File: src/rtl/led_ctrl.sv
// Memory-mapped LED controller: direct pattern, per-channel PWM brightness and
// a hardware one-hot chaser, all driving registered LED outputs.
module led_ctrl #(
  parameter int NUM_LEDS = 4,
  parameter int PWM_W    = 8,
  parameter int PRESC_W  = 16,
  parameter int ADDR_W   = 8
) (
  input  logic                clk,
  input  logic                rst_n,
  input  logic                wr_en,
  input  logic                rd_en,
  input  logic [ADDR_W-1:0]   addr,
  input  logic [31:0]         wdata,
  output logic [31:0]         rdata,
  output logic [NUM_LEDS-1:0] leds
);

  localparam int WA_W = ADDR_W - 2;

  localparam logic [WA_W-1:0] A_CTRL  = WA_W'(0);
  localparam logic [WA_W-1:0] A_DATA  = WA_W'(1);
  localparam logic [WA_W-1:0] A_PRESC = WA_W'(2);
  localparam logic [WA_W-1:0] A_CPER  = WA_W'(3);
  localparam logic [WA_W-1:0] A_STAT  = WA_W'(4);

  localparam logic [1:0] MODE_DIRECT = 2'd0;
  localparam logic [1:0] MODE_PWM    = 2'd1;
  localparam logic [1:0] MODE_CHASE  = 2'd2;

  typedef enum logic {
    CH_IDLE,
    CH_RUN
  } chase_state_t;

  logic [WA_W-1:0]     word_addr;
  logic [2:0]          ctrl;
  logic [NUM_LEDS-1:0] data;
  logic [PRESC_W-1:0]  presc;
  logic [15:0]         cper;
  logic [PWM_W:0]      duty [NUM_LEDS];

  logic [PWM_W-1:0]    pwm_cnt;
  logic [PRESC_W-1:0]  presc_q, presc_d;
  logic [15:0]         step_q, step_d;
  logic [3:0]          index_q, index_d;
  chase_state_t        state_q, state_d;

  logic                en;
  logic [1:0]          mode;
  logic                chase_on;
  logic                tick;
  logic                cfg_clr;
  logic [NUM_LEDS-1:0] pwm_leds;
  logic [NUM_LEDS-1:0] leds_d;
  logic [31:0]         rd_val;
  logic                unused_bits;

  assign word_addr   = addr[ADDR_W-1:2];
  assign en          = ctrl[2];
  assign mode        = ctrl[1:0];
  assign chase_on    = en && (mode == MODE_CHASE);
  assign tick        = (presc_q == presc);
  assign cfg_clr     = wr_en && ((word_addr == A_CTRL) || (word_addr == A_PRESC));
  assign unused_bits = ^{wdata, addr[1:0]};

  always_ff @(posedge clk or negedge rst_n) begin
    if (!rst_n) begin
      ctrl  <= '0;
      data  <= '0;
      presc <= '0;
      cper  <= '0;
      for (int i = 0; i < NUM_LEDS; i++) duty[i] <= '0;
    end else if (wr_en) begin
      case (word_addr)
        A_CTRL:  ctrl  <= wdata[2:0];
        A_DATA:  data  <= wdata[NUM_LEDS-1:0];
        A_PRESC: presc <= wdata[PRESC_W-1:0];
        A_CPER:  cper  <= wdata[15:0];
        default: ;
      endcase
      for (int i = 0; i < NUM_LEDS; i++) begin
        if (word_addr == WA_W'(8 + i)) duty[i] <= wdata[PWM_W:0];
      end
    end
  end

  // Read mux sees pre-write register values, so a simultaneous read returns the old value.
  always_comb begin
    rd_val = '0;
    case (word_addr)
      A_CTRL:  rd_val = {29'b0, ctrl};
      A_DATA:  rd_val = 32'(data);
      A_PRESC: rd_val = 32'(presc);
      A_CPER:  rd_val = 32'(cper);
      A_STAT:  rd_val = {28'b0, index_q};
      default: ;
    endcase
    for (int i = 0; i < NUM_LEDS; i++) begin
      if (word_addr == WA_W'(8 + i)) rd_val = 32'(duty[i]);
    end
  end

  always_ff @(posedge clk or negedge rst_n) begin
    if (!rst_n) begin
      rdata <= '0;
    end else if (rd_en) begin
      rdata <= rd_val;
    end
  end

  always_ff @(posedge clk or negedge rst_n) begin
    if (!rst_n) begin
      pwm_cnt <= '0;
    end else begin
      pwm_cnt <= pwm_cnt + PWM_W'(1);
    end
  end

  always_ff @(posedge clk or negedge rst_n) begin
    if (!rst_n) begin
      state_q <= CH_IDLE;
      presc_q <= '0;
      step_q  <= '0;
      index_q <= '0;
    end else begin
      state_q <= state_d;
      presc_q <= presc_d;
      step_q  <= step_d;
      index_q <= index_d;
    end
  end

  // A CTRL/PRESC write clears the counters and swallows any tick in that cycle.
  always_comb begin
    state_d = state_q;
    step_d  = step_q;
    index_d = index_q;
    presc_d = tick ? '0 : presc_q + PRESC_W'(1);
    case (state_q)
      CH_IDLE: begin
        if (chase_on) begin
          state_d = CH_RUN;
          index_d = '0;
          step_d  = '0;
          presc_d = '0;
        end
      end
      CH_RUN: begin
        if (!chase_on) begin
          state_d = CH_IDLE;
        end else if (tick && !cfg_clr) begin
          if (step_q == cper) begin
            step_d  = '0;
            index_d = (index_q == 4'(NUM_LEDS - 1)) ? 4'd0 : index_q + 4'd1;
          end else begin
            step_d = step_q + 16'd1;
          end
        end
      end
      default: state_d = CH_IDLE;
    endcase
    if (cfg_clr) begin
      presc_d = '0;
      step_d  = '0;
    end
  end

  always_comb begin
    for (int i = 0; i < NUM_LEDS; i++) begin
      pwm_leds[i] = ({1'b0, pwm_cnt} < duty[i]);
    end
  end

  // Chase output uses the next index so the first step shows 1 on the entry edge.
  always_comb begin
    leds_d = '0;
    if (en) begin
      case (mode)
        MODE_DIRECT: leds_d = data;
        MODE_PWM:    leds_d = pwm_leds;
        MODE_CHASE:  leds_d = NUM_LEDS'(1) << index_d;
        default:     leds_d = '0;
      endcase
    end
  end

  always_ff @(posedge clk or negedge rst_n) begin
    if (!rst_n) begin
      leds <= '0;
    end else begin
      leds <= leds_d;
    end
  end

endmodule

File: config.mk
export PLATFORM = sky130hd
export DESIGN_NAME = led_ctrl
export DESIGN_NICKNAME = d
export VERILOG_FILES = /design/src/rtl/led_ctrl.sv
export SDC_FILE = /design/constraint.sdc
export NUM_CORES = 1
export LEC_CHECK = 0
export CORE_ASPECT_RATIO = 2
export CORE_UTILIZATION = 59
export DETAILED_ROUTE_END_ITERATION = 7
export PLACE_DENSITY = 0.81
export SLEW_MARGIN = 10
export SYNTH_ARGS = -nofsm -noshare
export SYNTH_HDL_FRONTEND = slang
export SYNTH_SLANG_ARGS = --single-unit
File: constraint.sdc
create_clock -name clk -period 5.55 [get_ports clk]
set_clock_uncertainty 0.05 [all_clocks]
set_input_delay 0.8325 -clock clk [delete_from_list [all_inputs] [get_ports clk]]
set_output_delay 0.8325 -clock clk [all_outputs]
set_load 0.005 [all_outputs]
==> results of run 1 <==
flip-flops by register name, summed over array words and instances, names as in the netlist, 8 cells and up:
signal   cells
presc       16
cper        16
step_q      16
pwm_cnt      8
duty        36
rdata       16
presc_q     16
placed cells by master (no fill, tap or decap), types with 3 or more instances in the layout:
cell type        synthesis  final
a221oi_1                 3      3
and3_1                  14     14
dfrtp_1                140    140
o31ai_1                  3      3
inv_1                   46     46
nor3_1                   5      5
a21oi_1                 40     40
nand4_1                 10     10
a22oi_1                 15     15
nand2b_1                11     11
and2_1                   5      5
nor2_1                  54     54
clkbuf_16                0     17
or3_1                    6      6
mux2_2                  80     80
buf_4                   17      4
conb_1                   1     16
and4_1                   3      3
a21o_1                   8      8
clkdlybuf4s50_1          0     44
xor2_1                  23     23
nand3_1                 24     24
xnor2_1                 25     25
nand2_1                 43     43
clkbuf_1                21      3
ha_1                    32     32
nor4_2                   3      3
a22o_1                   3      3
o22ai_1                  7      7
clkinvlp_4               0      5
a31oi_1                  4      4
nand3b_1                 4      4
o21ai_0                 53     53
routing by layer:
layer  up-vias  GRT usage (%)  wire length (um)
met2       254           55.4             10400
met4         0           24.4              1560
met5         -              0                 0
met1      2848           32.9              6470
li1       2627              -                 -
met3       100           6.57               936
logic make-up (layout without fill, tap and decap cells):
| logic type | Yosys count | count (layout) | synth area share, % |
|---|---|---|---|
| AO/OA/AOI/OAI | 147 | 147 | 11.7 |
| XOR/XNOR | 48 | 48 | 5.56 |
| adder cells (fa/ha/maj) | 32 | 32 | 5.30 |
| buffers and inverters | 88 | 127 | 5.43 |
| flip-flops | 140 | 140 | 46.4 |
| multiplexers | 83 | 83 | 12.4 |
| other | 1 | 16 | 0.0496 |
| AND/OR/NAND/NOR | 192 | 192 | 13.2 |
area by class of cell:
cell class / count / share of cell area, %
Inverter: 46 / 2.00
Tap cell: 150 / 2.18
Clock inverter: 10 / 1.35
Sequential cell: 140 / 40.6
Multi-Input combinational cell: 518 / 42.9
Clock buffer: 22 / 5.38
Timing Repair Buffer: 49 / 5.58
critical path: cells and delay by family:
kind	cells	cell delay, ns
buffers and inverters	2	1.51
and+or+nand+nor	3	1.13
AOI/OAI and AO/OA	2	0.45
power groups by stage:
| stage | Combinational, mW | Sequential (mW) | Clock, mW |
|---|---|---|---|
| 2_1_floorplan | 0.334 | 1.24 | 0 |
| 3_3_place_gp | 0.439 | 1.27 | 0 |
| 3_5_place_dp | 0.465 | 1.28 | 0 |
| 4_1_cts | 0.477 | 1.27 | 1.12 |
| 5_1_grt | 0.529 | 1.28 | 1.17 |
| 6_report | 0.479 | 1.27 | 1.11 |
worst max path at each step:
stage / end / slack [ns] / startpoint
5_1_grt: step_q[14]$_DFFE_PN0P_ / 1.68 / addr[2]
2_1_floorplan: leds[3]$_DFF_PN0_ / 2.98 / addr[4]
3_5_place_dp: step_q[14]$_DFFE_PN0P_ / 1.56 / addr[2]
4_1_cts: step_q[14]$_DFFE_PN0P_ / 1.99 / addr[2]
6_report: step_q[14]$_DFFE_PN0P_ / 1.90 / addr[2]
3_3_place_gp: step_q[14]$_DFFE_PN0P_ / 1.70 / addr[2]
cell usage after synthesis, types with 3 or more instances:
master | n | area, um2
nor4_2 | 3 | 37.5
xor2_1 | 23 | 201
mux2_2 | 80 | 901
nor2_1 | 54 | 203
buf_4 | 17 | 128
a221oi_1 | 3 | 26.3
a22oi_1 | 15 | 113
a21oi_1 | 40 | 200
clkbuf_1 | 21 | 78.8
and4_1 | 3 | 26.3
o31ai_1 | 3 | 22.5
nand4_1 | 10 | 62.6
inv_1 | 46 | 173
and2_1 | 5 | 31.3
a22o_1 | 3 | 26.3
nand3_1 | 24 | 120
a21o_1 | 8 | 60.1
xnor2_1 | 25 | 219
nand2b_1 | 11 | 68.8
nand3b_1 | 4 | 30.0
and3_1 | 14 | 87.6
o21ai_0 | 53 | 265
nor3_1 | 5 | 25.0
nand2_1 | 43 | 161
or3_1 | 6 | 37.5
ha_1 | 32 | 400
dfrtp_1 | 140 | 3500
o22ai_1 | 7 | 43.8
a31oi_1 | 4 | 25.0
through the flow:
| stage | area [um2] | hold slack (ns) | utilization [%] |
|---|---|---|---|
| after floorplan | 7610 | 0.429 | - |
| after global placement | 8050 | 0.437 | 64.1 |
| after detailed placement | 8050 | 0.444 | 64.1 |
| after CTS | 8630 | 0.456 | 68.7 |
| after global routing | 8630 | 0.466 | 68.7 |
| final | 8630 | 0.400 | 68.7 |
==> run summary, run 1 <==
Reg area: 0.00350 mm2
Clock Latency Late Sink: 0.42 ns
R2R cell count: 9
sequential fraction of design power: 44.4%
Seq/Total Area, Yosys: 46.4%
Worst Path Required: 5.84 ns
unrepaired setup endpoints after global routing: false
row count: 58
first-pass GRT wire length: 31200 um
Slowest cell on crit path: clkdlybuf4s50_1
Root Driver: clkbuf_16
Layout fillers: 922
drt via density: 6.23
input/output buffers: 45
# setup viols final: 0
Total Neg Setup Slack: 0 ns
Multi-input gate area: 0.00370 mm2
PD cells: 332 mW/mm2
Hold Violations, Final: 0
Net Sw Power: 0.818 mW
Routability Congestion: 0.911
Place WS: 1.56 ns
CTS tree: yes
number of enable flip-flop cells after synthesis: 0
vias post-DR: 5829
Tmin final: 3.65 ns
WP data arrival: 3.93 ns
Mean Syn Cell Area: 10.3 um2
# IOs: 80
status: complete, no violations
Post-synth ARST share: 100%
hpwl dp: 13600 um
Finished Layout Cells: 935
pin count of the biggest net entering global routing: 87
cells after synthesis: 731
YS warnings: 0
drc violations: 0
synthesis-to-layout area growth: 14.1%
CTS sink cnt: 140
Rel. slew slack: 27.6%
number of global-route vias before repair: 6134
internal power: 2.04 mW
quantity of gates resized following cts: 0
fmax: 274 MHz
worst r2r dst: step_q[14]$_DFFE_PN0P_
htree depth: 4
Post-Route WL: 19400 um
postcts setup bufs: 0
Max Cap Violations: 0
Die Wd: 82.0 um
worst min-delay path class: in -> async
clock slew at reported path FFs: 0.06 ns
maximum clock insertion buffer count: 2
Placed Cells incl. Taps: 903
TritonCTS Buffers: 17
commonest register cell after synthesis: dfrtp_1
Die Height: 162 um
Comb power frac: 16.8%
Power, Total: 2.86 mW
core area: 0.0126 mm2
initial antenna violation count: 0
Yosys cell types: 52
Final nets: 848
R2R Setup Slk: 2.80 ns
GRT overflow: 0
die area: 0.0133 mm2
Post-Syn Area: 0.00756 mm2
Iteration-0 DRC Markers: 414
Max Slew Vio Count: 0
effective utilization at floorplan: 60.2%
CP max stage delay: 1.18 ns
CP Cell Sequence: clkdlybuf4s50_1, inv_1, a21oi_2, nand2b_1, nor2_1, nand4_1, o21ai_0
LEAKAGE: 3.92 nW
CTS hold repair buffers: 0
Clk pwr share: 38.9%
share of layout cells above drive strength 1: 16.2%
switching share of total power: 28.6%
post-synthesis register bit count: 140
Routed WL per cell: 20.7 um
GRT Util Overall: 32.3%
CP Launch Type: input pin
kind of critical path: in -> reg
crit-path max FO: 30
final worst-path cycle share: 65.7%
Ant. Diodes: 0
first drt pass iteration count: 5
setup ws final: 1.90 ns
R2R Path Start: presc[3]$_DFFE_PN0P_
CP Capture Type: register
Detail Route Antenna Nets: 0
Peak supply drop: 249 uV
slew of the pin with the lowest slew margin: 1.08 ns
(Power assumes the default switching activity.)
==> run 2: changes to the inputs <==
- CORE_UTILIZATION: 59 -> 57
- PLACE_DENSITY: 0.81 -> 0.78
- clock period: 5.55 -> 3.5 ns (I/O delays scaled with it)
==> run summary, run 2 (same netlist as run 1, synthesis figures left out) <==
Tmin final: 2.82 ns
maximum clock insertion buffer count: 2 (unchanged)
CTS sink cnt: 140 (unchanged)
GRT overflow: 0 (unchanged)
kind of critical path: reg -> reg (was in -> reg)
worst r2r dst: step_q[13]$_DFFE_PN0P_ (was step_q[14]$_DFFE_PN0P_)
hpwl dp: 14200 um (was 13600 um)
Power, Total: 4.54 mW (was 2.86 mW)
Clk pwr share: 38.9% (about the same)
Ant. Diodes: 0 (unchanged)
final worst-path cycle share: 80.6%
CP Launch Type: register (was input pin)
Total Neg Setup Slack: 0 ns (unchanged)
Critical Path Start: presc[2]$_DFFE_PN0P_ (was addr[2])
worst min-delay path class: in -> async (unchanged)
vias post-DR: 5950 (was 5829)
pin count of the biggest net entering global routing: 113 (was 87)
Routed WL per cell: 20.8 um (was 20.7 um)
Max Cap Violations: 0 (unchanged)
Post-Route WL: 19600 um (was 19400 um)
die area: 0.0138 mm2 (was 0.0133 mm2)
first drt pass iteration count: 7 (was 5)
Root Driver: clkbuf_16 (unchanged)
synthesis-to-layout area growth: 14.9% (was 14.1%)
most common cell after layout, fill and taps aside: dfrtp_1 (unchanged)
slew of the pin with the lowest slew margin: 1.04 ns (was 1.08 ns)
Comb power frac: 16.7% (was 16.8%)
status: complete, no violations (unchanged)
number of global-route vias before repair: 6354 (was 6134)
R2R cell count: 8 (was 9)
row count: 59 (was 58)
Iteration-0 DRC Markers: 565 (was 414)
CTS hold repair buffers: 0 (unchanged)
Worst Path Required: 3.77 ns (was 5.84 ns)
unrepaired setup endpoints after global routing: false (unchanged)
Rel. slew slack: 30.9% (was 27.6%)
clock slew at reported path FFs: 0.06 ns (about the same)
CP Capture Type: register (unchanged)
drt via density: 6.30 (was 6.23)
# IOs: 80 (unchanged)
Clock Latency Late Sink: 0.42 ns (about the same)
effective utilization at floorplan: 58.2% (was 60.2%)
Detail Route Antenna Nets: 0 (unchanged)
CP Capture Point: step_q[13]$_DFFE_PN0P_ (was step_q[14]$_DFFE_PN0P_)
Max Slew Vio Count: 0 (unchanged)
# setup viols final: 0 (unchanged)
Net Sw Power: 1.30 mW (was 0.818 mW)
crit-path max FO: 9 (was 30)
initial antenna violation count: 0 (unchanged)
input/output buffers: 45 (unchanged)
Die Height: 165 um (was 162 um)
Peak supply drop: 399 uV (was 249 uV)
switching share of total power: 28.7% (was 28.6%)
fmax: 355 MHz
TritonCTS Buffers: 17 (unchanged)
Routability Congestion: 0.935 (was 0.911)
Largest register FFs: 36 (unchanged)
quantity of gates resized following cts: 0 (unchanged)
sequential fraction of design power: 44.4% (about the same)
Top reg by flops: duty (unchanged)
WP data arrival: 3.09 ns (was 3.93 ns)
internal power: 3.23 mW (was 2.04 mW)
most frequent cells in the layout: dfrtp_1, mux2_2, nor2_1, o21ai_0, inv_1 (unchanged)
htree depth: 4 (unchanged)
PD cells: 522 mW/mm2 (was 332 mW/mm2)
first-pass GRT wire length: 31400 um (was 31200 um)
core area: 0.0130 mm2 (was 0.0126 mm2)
LEAKAGE: 3.96 nW (was 3.92 nW)
postcts setup bufs: 0 (unchanged)
CTS tree: yes (unchanged)
GRT Util Overall: 30.0% (was 32.3%)
R2R Setup Slk: 0.68 ns (was 2.80 ns)
Final nets: 856 (was 848)
R2R Path Start: presc[2]$_DFFE_PN0P_ (was presc[3]$_DFFE_PN0P_)
Die Wd: 83.4 um (was 82.0 um)
Hold Violations, Final: 0 (unchanged)
drc violations: 0 (unchanged)
share of layout cells above drive strength 1: 17.2% (was 16.2%)
==> run 2: worst min-delay path by stage <==
stage,slack (ns),cells past startpoint,end,from
CTS,0.24,1,rdata[6]$_DFFE_PN0P_,rst_n
global placement,0.44,1,duty[17]$_DFFE_PN0P_,duty[17]$_DFFE_PN0P_
finish,0.18,1,rdata[6]$_DFFE_PN0P_,rst_n
floorplan,0.18,0,cper[0]$_DFFE_PN0P_,rst_n
global route,0.28,1,rdata[6]$_DFFE_PN0P_,rst_n
detailed placement,0.44,1,duty[11]$_DFFE_PN0P_,duty[11]$_DFFE_PN0P_
==> run 2: layer usage <==
layer	GRT usage, %	up-vias	part of all wire [%]	wire length, um
met4	21.2	0	6.5	1280
met1	28.8	2955	33	6500
met2	57.2	269	56	10900
met3	4.85	87	4.5	879
met5	0	-	0	0
li1	-	2639	-	-
==> run 2: critical path: stages, from the launching register on <==
cell     delay (ns)
dfrtp_1        0.45
xor2_1         0.20
nor4_1         0.50
nand4_1        0.31
a21oi_1        0.22
a21oi_1        0.15
nor2_1         0.51
nand2_1        0.12
o21ai_0        0.19
==> run 2: area by class of cell <==
type                    count  area, um2
fillers                   975       4310
multi-input cells         518       3700
flip-flops and latches    140       3500
repair buffers             57        542
clock buffers              20        457
well taps                 152        190
inverters                  46        173
clock inverters            11        119
==> run 2: power by group through the flow <==
stage	combinational, mW	clock (mW)	sequential (mW)
2_1_floorplan	0.530	0	1.96
5_1_grt	0.837	1.85	2.03
3_3_place_gp	0.704	0	2.02
4_1_cts	0.758	1.78	2.01
3_5_place_dp	0.749	0	2.04
6_report	0.757	1.76	2.02
==> run 2: metrics by stage <==
stage | instances | setup WS, ns | util, % | area, um2 | hold WS (ns)
finish | 944 | 0.679 | 66.8 | 8680 | 0.183
floorplan | 746 | 1.24 | - | 7610 | 0.179
global placement | 913 | 0.577 | 62.4 | 8110 | 0.439
CTS | 944 | 0.790 | 66.8 | 8680 | 0.242
detailed placement | 913 | 0.486 | 62.4 | 8110 | 0.444
global route | 944 | 0.525 | 66.8 | 8680 | 0.281
==> run 3: changes to the inputs <==
- CORE_UTILIZATION: 57 -> 52
- PLACE_DENSITY: 0.78 -> 0.75
- clock period: 3.5 -> 2.5 ns (I/O delays scaled with it)
==> run summary, run 3 (same netlist as run 1, synthesis figures left out) <==
status: complete, no violations (unchanged)
PD cells: 743 mW/mm2 (was 522 mW/mm2)
switching share of total power: 28.0% (was 28.7%)
Rel. slew slack: 66.3% (was 30.9%)
row count: 62 (was 59)
Die Wd: 87.2 um (was 83.4 um)
core area: 0.0143 mm2 (was 0.0130 mm2)
setup ws final: 0.0241 ns (was 0.679 ns)
Clk pwr share: 41.2% (was 38.9%)
Die Height: 172 um (was 165 um)
input/output buffers: 45 (unchanged)
maximum clock insertion buffer count: 2 (unchanged)
LEAKAGE: 4.19 nW (was 3.96 nW)
number of global-route vias before repair: 6409 (was 6354)
initial antenna violation count: 0 (unchanged)
Final nets: 890 (was 856)
drc violations: 0 (unchanged)
clock slew at reported path FFs: 0.06 ns (about the same)
CTS sink cnt: 140 (unchanged)
Routability Congestion: 0.935 (about the same)
Root Driver: clkbuf_16 (unchanged)
drt via density: 5.94 (was 6.30)
kind of critical path: reg -> reg (unchanged)
Finished Layout Cells: 1019 (was 944)
Peak supply drop: 497 uV (was 399 uV)
most frequent cells in the layout: dfrtp_1, mux2_2, nor2_1, o21ai_0, inv_1 (unchanged)
hpwl dp: 14800 um (was 14200 um)
Ant. Diodes: 0 (unchanged)
first drt pass iteration count: 6 (was 7)
Top reg by flops: duty (unchanged)
final worst-path cycle share: 99.0% (was 80.6%)
CTS tree: yes (unchanged)
effective utilization at floorplan: 52.9% (was 58.2%)
sequential fraction of design power: 41.2% (was 44.4%)
Worst Path Required: 2.79 ns (was 3.77 ns)
share of layout cells above drive strength 1: 21.3% (was 17.2%)
Layout fillers: 1115 (was 975)
worst min-delay path class: in -> async (unchanged)
final core utilization: 64.1% (was 66.8%)
slew of the pin with the lowest slew margin: 0.500 ns (was 1.04 ns)
Detail Route Antenna Nets: 0 (unchanged)
die area: 0.0150 mm2 (was 0.0138 mm2)
fmax: 404 MHz (was 355 MHz)
GRT Util Overall: 28.7% (was 30.0%)
CP Cell Sequence: xor2_1, nor4_2, buf_4, and4_4, and4_4, a221oi_2, nor4b_4, nand3b_1, a21oi_1 (was xor2_1, nor4_1, nand4_1, a21oi_1, a21oi_1, nor2_1, nand2_1, o21ai_0)
Largest register FFs: 36 (unchanged)
Clock Latency Late Sink: 0.42 ns (about the same)
internal power: 4.89 mW (was 3.23 mW)
Power, Total: 6.79 mW (was 4.54 mW)
Post-Route WL: 20200 um (was 19600 um)
R2R Setup Slk: 0.02 ns (was 0.68 ns)
TritonCTS Buffers: 17 (unchanged)
Max Slew Vio Count: 0 (unchanged)
crit-path max FO: 4 (was 9)
# IOs: 80 (unchanged)
Hold Violations, Final: 0 (unchanged)
GRT overflow: 0 (unchanged)
Comb power frac: 17.6% (was 16.7%)
Routed WL per cell: 19.8 um (was 20.8 um)
Slowest cell on crit path: dfrtp_1 (was nor2_1)
most common cell after layout, fill and taps aside: dfrtp_1 (unchanged)
Iteration-0 DRC Markers: 369 (was 565)
# setup viols final: 0 (unchanged)
CP Capture Type: register (unchanged)
pin count of the biggest net entering global routing: 50 (was 113)
Net Sw Power: 1.90 mW (was 1.30 mW)
Place WS: -0.0378 ns (was 0.486 ns)
synthesis-to-layout area growth: 21.0% (was 14.9%)
Placed Cells incl. Taps: 982 (was 913)
CP Launch Type: register (unchanged)
CP max stage delay: 0.43 ns (was 0.51 ns)
vias post-DR: 6050 (was 5950)
Max Cap Violations: 0 (unchanged)
first-pass GRT wire length: 31900 um (was 31400 um)
cell mode on critical path: and4_4 (was a21oi_1)
htree depth: 4 (unchanged)
Tmin final: 2.48 ns (was 2.82 ns)
WP data arrival: 2.77 ns (was 3.09 ns)
## run 3: critical path, delay by kind of cell, from the launching register on
kind                   cells  cell delay [ns]
XOR/XNOR                   1             0.19
buffers and inverters      1             0.17
flip-flops                 1             0.43
AO/OA/AOI/OAI              2             0.25
AND/OR/NAND/NOR            5             1.29
## run 3: path summary, 6_finish.rpt
path	startpoint	cells after the start	endpoint
max in group asynchronous	rst_n	3	leds[3]$_DFF_PN0_
setup / recovery	presc[1]$_DFFE_PN0P_	9	leds[1]$_DFF_PN0_
setup reg to reg	presc[1]$_DFFE_PN0P_	9	leds[1]$_DFF_PN0_
hold / removal	rst_n	2	presc_q[9]$_DFF_PN0_
min in group clk	duty[13]$_DFFE_PN0P_	1	duty[13]$_DFFE_PN0P_
hold reg to reg	duty[13]$_DFFE_PN0P_	1	duty[13]$_DFFE_PN0P_
## run 3: cell type report
| type | instances | area (um2) | share of cell area (%) |
|---|---|---|---|
| sequential | 140 | 3500 | 38.3 |
| multi-input combinational | 518 | 3730 | 40.8 |
| timing repair buffer | 91 | 841 | 9.19 |
| tap | 192 | 240 | 2.63 |
| inverter | 46 | 173 | 1.89 |
| clock buffer | 19 | 443 | 4.84 |
| clock inverter | 13 | 214 | 2.34 |
## run 3: power by group through the flow
stage                     logic [mW]  registers [mW]  clock network (mW)
after floorplan                0.742            2.74                   0
after global placement          1.07            2.80                   0
after detailed placement        1.12            2.82                   0
after CTS                       1.15            2.78                2.83
after global routing            1.32            2.82                2.93
final                           1.20            2.80                2.80
## run 3: metrics by stage
| stage | TNS (ns) | hold slack, ns | cell area, um2 |
|---|---|---|---|
| final | 0 | 0.411 | 9150 |
| after floorplan | 0 | 0.0294 | 7610 |
| after global placement | 0 | 0.291 | 8410 |
| after global routing | -0.404 | 0.461 | 9150 |
| after detailed placement | -0.0989 | 0.297 | 8410 |
| after CTS | 0 | 0.433 | 9090 |
## run 3: per-layer routing
metal	share of wire, %	GRT usage [%]	up-vias	wire, um
li1	-	-	2714	-
met2	56	54.0	232	11300
met5	0	0	-	0
met4	7.5	22.3	0	1510
met1	33	26.6	3018	6700
met3	3.6	4.34	86	734
## run 3: timing repair
action                                 CTS  global route
gates resized for setup                  2             6
cloned                                   0             1
buffers inserted                         0             3
hold buffers                             1             0
setup endpoints to repair                1            18
endpoints found under the hold margin   46             0
pin swaps                                0             7
